--- src/rtl/conv_encoder_stream.sv ---
// Streaming rate-1/2 convolutional encoder with K-1 zero tail bits, one coded bit per handshake.
// Optional macro PUNCTURE_EN: rate-2/3 puncturing (g1 dropped on odd steps).
module conv_encoder_stream #(
  parameter int             MSG_SIZE = 6,
  parameter int             K        = 2,
  parameter logic [K-1:0]   G0       = 2'b01,
  parameter logic [K-1:0]   G1       = 2'b11
) (
  input  logic                clk,
  input  logic                rst,
  input  logic [MSG_SIZE-1:0] in_msg,
  input  logic                in_valid,
  output logic                in_ready,
  output logic                out_bit,
  output logic                out_valid,
  input  logic                out_ready,
  output logic                out_last
);

  localparam int S  = MSG_SIZE + K - 1;
  localparam int SW = $clog2(S + 1);

`ifdef PUNCTURE_EN
  localparam bit PUNCT = 1'b1;
`else
  localparam bit PUNCT = 1'b0;
`endif

  typedef enum logic [1:0] {IDLE, ENCODE, FLUSH} state_t;

  state_t              state_reg, state_next;
  logic [MSG_SIZE-1:0] msg_reg, msg_next;
  logic [K-2:0]        mem_reg, mem_next;
  logic [SW-1:0]       step_reg, step_next;
  logic                phase_reg, phase_next;

  logic [MSG_SIZE-1:0] bit_sel;
  logic                cur_bit;
  logic [K-1:0]        window;
  logic                g0_bit, g1_bit;
  logic                skip_g1, step_end, last_step;

  // One-hot select of the payload bit for the current step; zero outside ENCODE
  // so FLUSH steps feed the tail zeros.
  genvar gi;
  generate
    for (gi = 0; gi < MSG_SIZE; gi++) begin : g_sel
      assign bit_sel[gi] = (step_reg == SW'(gi)) & msg_reg[gi];
    end
  endgenerate

  assign cur_bit   = (state_reg == ENCODE) & (|bit_sel);
  assign window    = {mem_reg, cur_bit};
  assign g0_bit    = ^(window & G0);
  assign g1_bit    = ^(window & G1);
  assign skip_g1   = PUNCT & step_reg[0];
  assign step_end  = phase_reg | skip_g1;
  assign last_step = (step_reg == SW'(S - 1));

  // All outputs derive from registered state only.
  assign in_ready  = (state_reg == IDLE);
  assign out_valid = (state_reg != IDLE);
  assign out_bit   = out_valid & (phase_reg ? g1_bit : g0_bit);
  assign out_last  = out_valid & step_end & last_step;

  always_comb begin
    state_next = state_reg;
    msg_next   = msg_reg;
    mem_next   = mem_reg;
    step_next  = step_reg;
    phase_next = phase_reg;
    case (state_reg)
      IDLE: begin
        if (in_valid) begin
          msg_next   = in_msg;
          mem_next   = '0;
          step_next  = '0;
          phase_next = 1'b0;
          state_next = ENCODE;
        end
      end
      ENCODE, FLUSH: begin
        if (out_ready) begin
          if (!step_end) begin
            phase_next = 1'b1;
          end else begin
            phase_next = 1'b0;
            mem_next   = window[K-2:0];
            step_next  = step_reg + SW'(1);
            if (last_step)
              state_next = IDLE;
            else if (step_reg == SW'(MSG_SIZE - 1))
              state_next = FLUSH;
          end
        end
      end
      default: state_next = IDLE;
    endcase
  end

  always_ff @(posedge clk) begin
    if (rst) begin
      state_reg <= IDLE;
      msg_reg   <= '0;
      mem_reg   <= '0;
      step_reg  <= '0;
      phase_reg <= 1'b0;
    end else begin
      state_reg <= state_next;
      msg_reg   <= msg_next;
      mem_reg   <= mem_next;
      step_reg  <= step_next;
      phase_reg <= phase_next;
    end
  end

endmodule

--- config.mk ---
export PLATFORM = sky130hd
export DESIGN_NAME = conv_encoder_stream
export DESIGN_NICKNAME = d
export VERILOG_FILES = /design/src/rtl/conv_encoder_stream.sv
export SDC_FILE = /design/constraint.sdc
export NUM_CORES = 1
export LEC_CHECK = 0
export ABC_CLOCK_PERIOD_IN_PS = 4100
export BUFFER_PORTS_ARGS = -buffer_cell sky130_fd_sc_hd__buf_2
export CAP_MARGIN = 20
export CELL_PAD_IN_SITES_DETAIL_PLACEMENT = 1
export CELL_PAD_IN_SITES_GLOBAL_PLACEMENT = 1
export CORE_UTILIZATION = 42
export DETAILED_ROUTE_END_ITERATION = 7
export PLACE_DENSITY_LB_ADDON = 0.1
export SYNTH_ARGS = -nofsm -noshare
export SYNTH_HDL_FRONTEND = slang
export SYNTH_SLANG_ARGS = --single-unit
--- constraint.sdc ---
create_clock -name clk -period 4.1 [get_ports clk]
set_input_delay 0.205 -clock clk [delete_from_list [all_inputs] [get_ports clk]]
set_output_delay 0.205 -clock clk [all_outputs]
set_load 0.01 [all_outputs]
==> summary.md, run 1 <==
| Metric | Value |
|---|---|
| Status | completed |
| Main combinational cell family by area after synthesis | compound AO/OA/AOI/OAI gates |
| Initial Utilization | 44.8% |
| LEAKAGE | 0.353 nW |
| Number of I/O port buffers | 13 |
| TritonRoute pass-1 iters | 4 |
| CTS tree | yes |
| Post-route ant nets | 0 |
| Tot Pwr | 0.358 mW |
| Post-layout min period | 2.09 ns |
| Cells after synthesis | 92 |
| Worst setup path class | register to output port |
| Vias in the first global route | 679 |
| Max incr delay on CP | 0.51 ns |
| CP delay by family, top | compound AO/OA/AOI/OAI gates |
| EDFF count, synth | 0 |
| Hold Vio Cnt, Final | 0 |
| Setup Buffers After CTS | 0 |
| Simple logic cell fraction of the synthesized area | 21.8% |
| Most frequent cell after synthesis | nand2_1 |
| CP bufs+invs | 2 |
| Wire length per cell | 15.3 µm |
| Ratio of cells with drive above 1 in the final layout | 21.2% |
| Critical Path AT | 1.89 ns |
| FFs w/ async S/R, synth | 0% |
| Post-detailed-routing wire length | 1.97 mm |
| Ys flop type | dfxtp_1 |
| Setup TNS | 0 ns |
| Peak VDD IR | 234 µV |
| Worst-Margin Slew | 0.460 ns |
| Synth area leaders | dfxtp_1 (34%), ha_1 (13%), a21oi_1 (7.8%), nand2_1 (6.8%), nand3_1 (5.8%) |
| Post-synth top cells | nand2_1 (14), dfxtp_1 (13), a21oi_1 (12), nand3_1 (9), ha_1 (8) |
| Site Rows | 15 |
| Sequential fraction of the synthesis area | 33.7% |
| Placed cells | 125 |
| Fmax | 0.478 GHz |
| Syn avg cell area | 8.40 µm² |
| First-pass GRT wire length | 3.32 mm |
| Synthesized Nets | 110 |
| Crit-path slowest cell | dfxtp_1 |
| Post-Synth Adder-Cell Area | 12.9% |
| Synthesis-stage register bit count | 13 |
| Largest net degree at the start of global routing | 15 |
| CORE AREA | 0.00173 mm² |
| Layout Cells excl Fill | 129 |
| Max Slew Vio Count | 0 |
| GRT Overall Usage | 23.2% |
| Io pins | 14 |
| Largest register FFs | 6 |
| Worst EP required | 3.89 ns |
| Final worst-path cycle share | 51.0% |
| Mux cell area share after synthesis | 1.29% |
| DRC | 0 |
| H-tree Lvls | 1 |
| Area leader, netlist | dfxtp_1 |
| CP Capture Type | output port |
| Routed vias | 704 |
| Unique masters post-synth | 27 |
| First DRT Iteration DRCs | 9 |
| CP Max Fanout | 8 |
| Pwr dens | 413 mW/mm² |
| Synth Area in Compound Gates | 23.0% |
| Clock root buffer | clkbuf_4 |
| Die Ht | 44.9 µm |
| # diodes | 0 |
| Die W | 44.9 µm |
| Crit path launch type | register |
| Cell Area, Synth | 773 µm² |
| Critical-path cell list | inv_1 > ha_1 > a32oi_1 > o221ai_2 > a21o_1 > a21oi_1 > buf_2 |
| Max_slew headroom | 69.3% |
| Post-CTS sizing | 0 |
| Hold_buf cts | 0 |
| Synth warn | 0 |
| Initial antenna violation count | 0 |
| Count of final setup violators | 0 |
| Skew final | 0.00730 ns |
| CTS Buf Count | 3 |
| Layout area overhead | 12.0% |
| Vias per cell | 5.46 |
| Xor and xnor area share after synthesis | 0% |
| # clock sinks | 13 |
| Final HPWL DP | 1.44 mm |
| Hold slack | 0.188 ns |
| GRT overflow | 0 |
| Gp weighted congestion | 0.803 |
| Post-layout net count | 123 |
| Total Die Area | 0.00202 mm² |
| RSZ-0062 raised after global routing | no |
| Clk buf depth | 2 |
| Post-synth top area share | 33.7% |
| Clk_lat worst skew | 0.28 ns |
| Type of the most critical hold path | input pin to register |
| Clock transition at the registers of the reported paths | 0.08 ns |
| Maxcap violations | 0 |
-- through the flow --
stage                     util, %  setup WS (ns)  cell area (µm²)
after floorplan                 -           2.54              773
after global placement       48.6           2.37              840
after detailed placement     48.6           2.33              840
after CTS                    50.1           2.02              866
after global routing         50.1           1.91              866
final                        50.1           2.01              866
-- area by class of cell --
cell class | instances | area [µm²]
fillers | 230 | 861
well taps | 25 | 31.3
multi-input cells | 67 | 457
flip-flops and latches | 13 | 260
inverters | 7 | 26.3
clock buffers | 4 | 26.3
repair buffers | 13 | 65.1
-- power by group --
group	internal, mW	total [mW]	switching [mW]
clock	0.0377	0.0818	0.0441
sequential	0.139	0.150	0.0117
combinational	0.0473	0.126	0.0784
total	0.224	0.358	0.134
-- final timing paths --
check	from	endpoint	slack, ns	cells after the start
max	step_reg[2]	out_bit	2.01	7
min	in_msg[5]	msg_reg[5]	0.19	3
max reg2reg	state_reg[0]	mem_reg	2.39	6
min reg2reg	msg_reg[0]	msg_reg[0]	0.46	2
-- layer usage --
layer  global-route usage (%)  share of wire (%)
met3                     4.80                3.7
met4                     7.27               0.71
met2                     37.6                 50
met1                     30.9                 46
met5                        0                  0
-- cells in the final DEF (no fill, tap or decap), types with 2 or more instances in the layout --
master    count
clkbuf_4      3
a21o_1        2
dfxtp_1      13
nand3_1       9
nand3b_1      2
ha_1          8
inv_1         7
a32oi_1       2
nor2_1        2
nand2_1      14
o21ai_0       2
buf_2        13
a21oi_1      12
-- cells by family (layout without fill, tap and decap cells) --
family	after synthesis	count (layout)
AOI/OAI and AO/OA	25	25
adders and majority gates	8	8
buffers and inverters	12	24
DFF	13	13
muxes	1	1
and+or+nand+nor	33	33
-- worst register-to-register path, delay by kind of cell (launching register included) --
family,cells,cell delay (ns)
adders and majority gates,1,0.36
and+or+nand+nor,2,0.36
AOI/OAI and AO/OA,2,0.48
DFF,1,0.39
buffers and inverters,1,0.06
Power figures use the tool's default switching activity.
==> run 2, diff against run 1 <==
--- a/config.mk
+++ b/config.mk
@@ -5,12 +5,12 @@
 export SDC_FILE = /design/constraint.sdc
 export NUM_CORES = 1
 export LEC_CHECK = 0
-export ABC_CLOCK_PERIOD_IN_PS = 4100
+export ABC_CLOCK_PERIOD_IN_PS = 2200
 export BUFFER_PORTS_ARGS = -buffer_cell sky130_fd_sc_hd__buf_2
 export CAP_MARGIN = 20
 export CELL_PAD_IN_SITES_DETAIL_PLACEMENT = 1
 export CELL_PAD_IN_SITES_GLOBAL_PLACEMENT = 1
-export CORE_UTILIZATION = 42
+export CORE_UTILIZATION = 39
 export DETAILED_ROUTE_END_ITERATION = 7
 export PLACE_DENSITY_LB_ADDON = 0.1
 export SYNTH_ARGS = -nofsm -noshare
==> constraint.sdc (replaced) <==
create_clock -name clk -period 2.2 [get_ports clk]
set_input_delay 0.11 -clock clk [delete_from_list [all_inputs] [get_ports clk]]
set_output_delay 0.11 -clock clk [all_outputs]
set_load 0.01 [all_outputs]
==> run 2 against run 1 <==
Against the previous run:
- non-clock buffer count up 1
- sequential power up 87%
- register-to-register slack worse by 1.8 ns
- core utilization down 1.2 points
- clock power up 94%
- clock skew down 0.0065 ns
- clock-buffer cell count unchanged
- routed wire length down 9.6%
- via count down 1.7%
- global-route usage down 3.7 points
- critical endpoint unchanged
- largest cell class unchanged
- highest routed layer unchanged
==> summary.md, run 2 (same netlist as run 1, synthesis figures left out) <==
| Metric | Value |
|---|---|
| Most frequent cells in the layout | nand2_1 (14), buf_2 (13), dfxtp_1 (13) |
| Net Switching | 0.248 mW |
| CP Max Fanout | 8 |
| Post-route ant nets | 0 |
| Hold path cells | 3 |
| Clock root buffer | clkbuf_4 |
| Peak VDD IR | 483 µV |
| Filler cell count | 244 |
| Status | completed |
| Maxcap violations | 0 |
| FF-to-FF path depth | 5 |
| CP Capture Type | output port |
| Setup TNS | 0 ns |
| Fmax | 0.503 GHz |
| Gate power share | 34.4% |
| Leading cell type in the layout, fill and taps excluded | nand2_1 |
| Post-layout min period | 1.99 ns |
| Worst-Margin Slew | 0.383 ns |
| Critical Path AT | 1.88 ns |
| Clk buf depth | 2 |
| Post-CTS sizing | 0 |
| Post-layout net count | 124 |
| Final HPWL DP | 1.35 mm |
| Initial antenna violation count | 0 |
| Site Rows | 15 |
| Initial Utilization | 43.4% |
| Final worst-path cycle share | 90.4% |
| CTS Buf Count | 3 |
| Hold Vio Cnt, Final | 0 |
| Gp weighted congestion | 0.796 |
| Type of the most critical hold path | input pin to register |
| Layout area overhead | 12.9% |
| Reg2reg start | state_reg[0] |
| Vias per cell | 5.32 |
| Hold path endpoint | msg_reg[4] |
| Clk_lat worst skew | 0.28 ns |
| CORE AREA | 0.00178 mm² |
| LEAKAGE | 0.357 nW |
| First DRT Iteration DRCs | 7 |
| Post-detailed-routing wire length | 1.78 mm |
| CTS tree | yes |
| First-pass GRT wire length | 2.84 mm |
| Io pins | 14 |
| Clock transition at the registers of the reported paths | 0.09 ns |
| R2R Path End | step_reg[2] |
| Hold_buf cts | 0 |
| Ratio of cells with drive above 1 in the final layout | 21.9% |
| Total Die Area | 0.00216 mm² |
| Non-Filler Cell Area, Final | 873 µm² |
| Skew final | 0.000817 ns |
| Count of final setup violators | 0 |
| Wire length per cell | 13.7 µm |
| Worst EP required | 2.09 ns |
| GRT Overall Usage | 19.5% |
| Largest register FFs | 6 |
| Die W | 46.5 µm |
| Hold path startpoint | in_msg[4] |
| Max Slew Vio Count | 0 |
| Switching Share | 37.0% |
| Worst setup path class | register to output port |
| # clock sinks | 13 |
| # diodes | 0 |
| Placed cell area | 847 µm² |
| Reg2Reg Setup Slack | 0.59 ns |
| Setup Buffers After CTS | 0 |
| Pwr dens | 767 mW/mm² |
| Sequential group share of total power | 41.8% |
| Number of I/O port buffers | 13 |
| Max_slew headroom | 74.5% |
| TritonRoute pass-1 iters | 4 |
| Pint | 0.422 mW |
| Routed vias | 692 |
| RSZ-0062 raised after global routing | no |
| GRT overflow | 0 |
| Clock Power Share | 23.8% |
| Crit path launch type | register |
| DRC | 0 |
| Largest net degree at the start of global routing | 15 |
| H-tree Lvls | 1 |
| Die Ht | 46.5 µm |
| Vias in the first global route | 636 |
==> run 2: power groups by stage <==
stage,Clock (mW),Sequential (mW),Combinational [mW]
5_1_grt,0.171,0.284,0.256
6_report,0.159,0.280,0.231
2_1_floorplan,0,0.279,0.176
3_3_place_gp,0,0.285,0.230
4_1_cts,0.165,0.280,0.235
3_5_place_dp,0,0.286,0.234
==> run 2: worst max-delay path: stages (launching register included) <==
cell and delay, ns:
dfxtp_1 0.52, inv_1 0.09, ha_1 0.20, a32oi_1 0.19
o221ai_2 0.15, a21o_1 0.19, a21oi_1 0.11, buf_2 0.14
==> run 2: worst max path at each step <==
stage | slack (ns) | start | cells past startpoint | end
6_report | 0.21 | step_reg[2] | 7 | out_bit
5_1_grt | 0.08 | step_reg[0] | 7 | out_bit
4_1_cts | 0.19 | step_reg[2] | 7 | out_bit
3_5_place_dp | 0.50 | step_reg[2] | 7 | out_bit
3_3_place_gp | 0.56 | step_reg[2] | 7 | out_bit
2_1_floorplan | 0.74 | step_reg[0] | 6 | out_bit
==> run 2: final cells by class <==
type	count	area (µm²)	share of cell area (%)
inverter	7	26.3	3.01
multi-input combinational	67	457	52.3
timing repair buffer	14	72.6	8.31
tap	25	31.3	3.58
clock buffer	4	26.3	3.01
sequential	13	260	29.8
==> run 2: routing by layer <==
layer | part of all wire [%] | GRT usage, % | vias up
li1 | - | - | 347
met1 | 53 | 26.7 | 329
met2 | 42 | 27.5 | 12
met3 | 3.3 | 4.71 | 4
met4 | 1.6 | 10.6 | 0
met5 | 0 | 0 | -
==> run 2: metrics by stage <==
step | power (mW) | utilization (%) | setup slack, ns | hold WS [ns] | cells
after floorplan | 0.455 | - | 0.736 | 0.179 | 92
after global routing | 0.712 | 49.0 | 0.0803 | 0.0843 | 130
after global placement | 0.515 | 47.5 | 0.559 | 0.375 | 126
final | 0.670 | 49.0 | 0.211 | 0.0787 | 130
after detailed placement | 0.520 | 47.5 | 0.504 | 0.385 | 126
after CTS | 0.680 | 49.0 | 0.194 | 0.0754 | 130
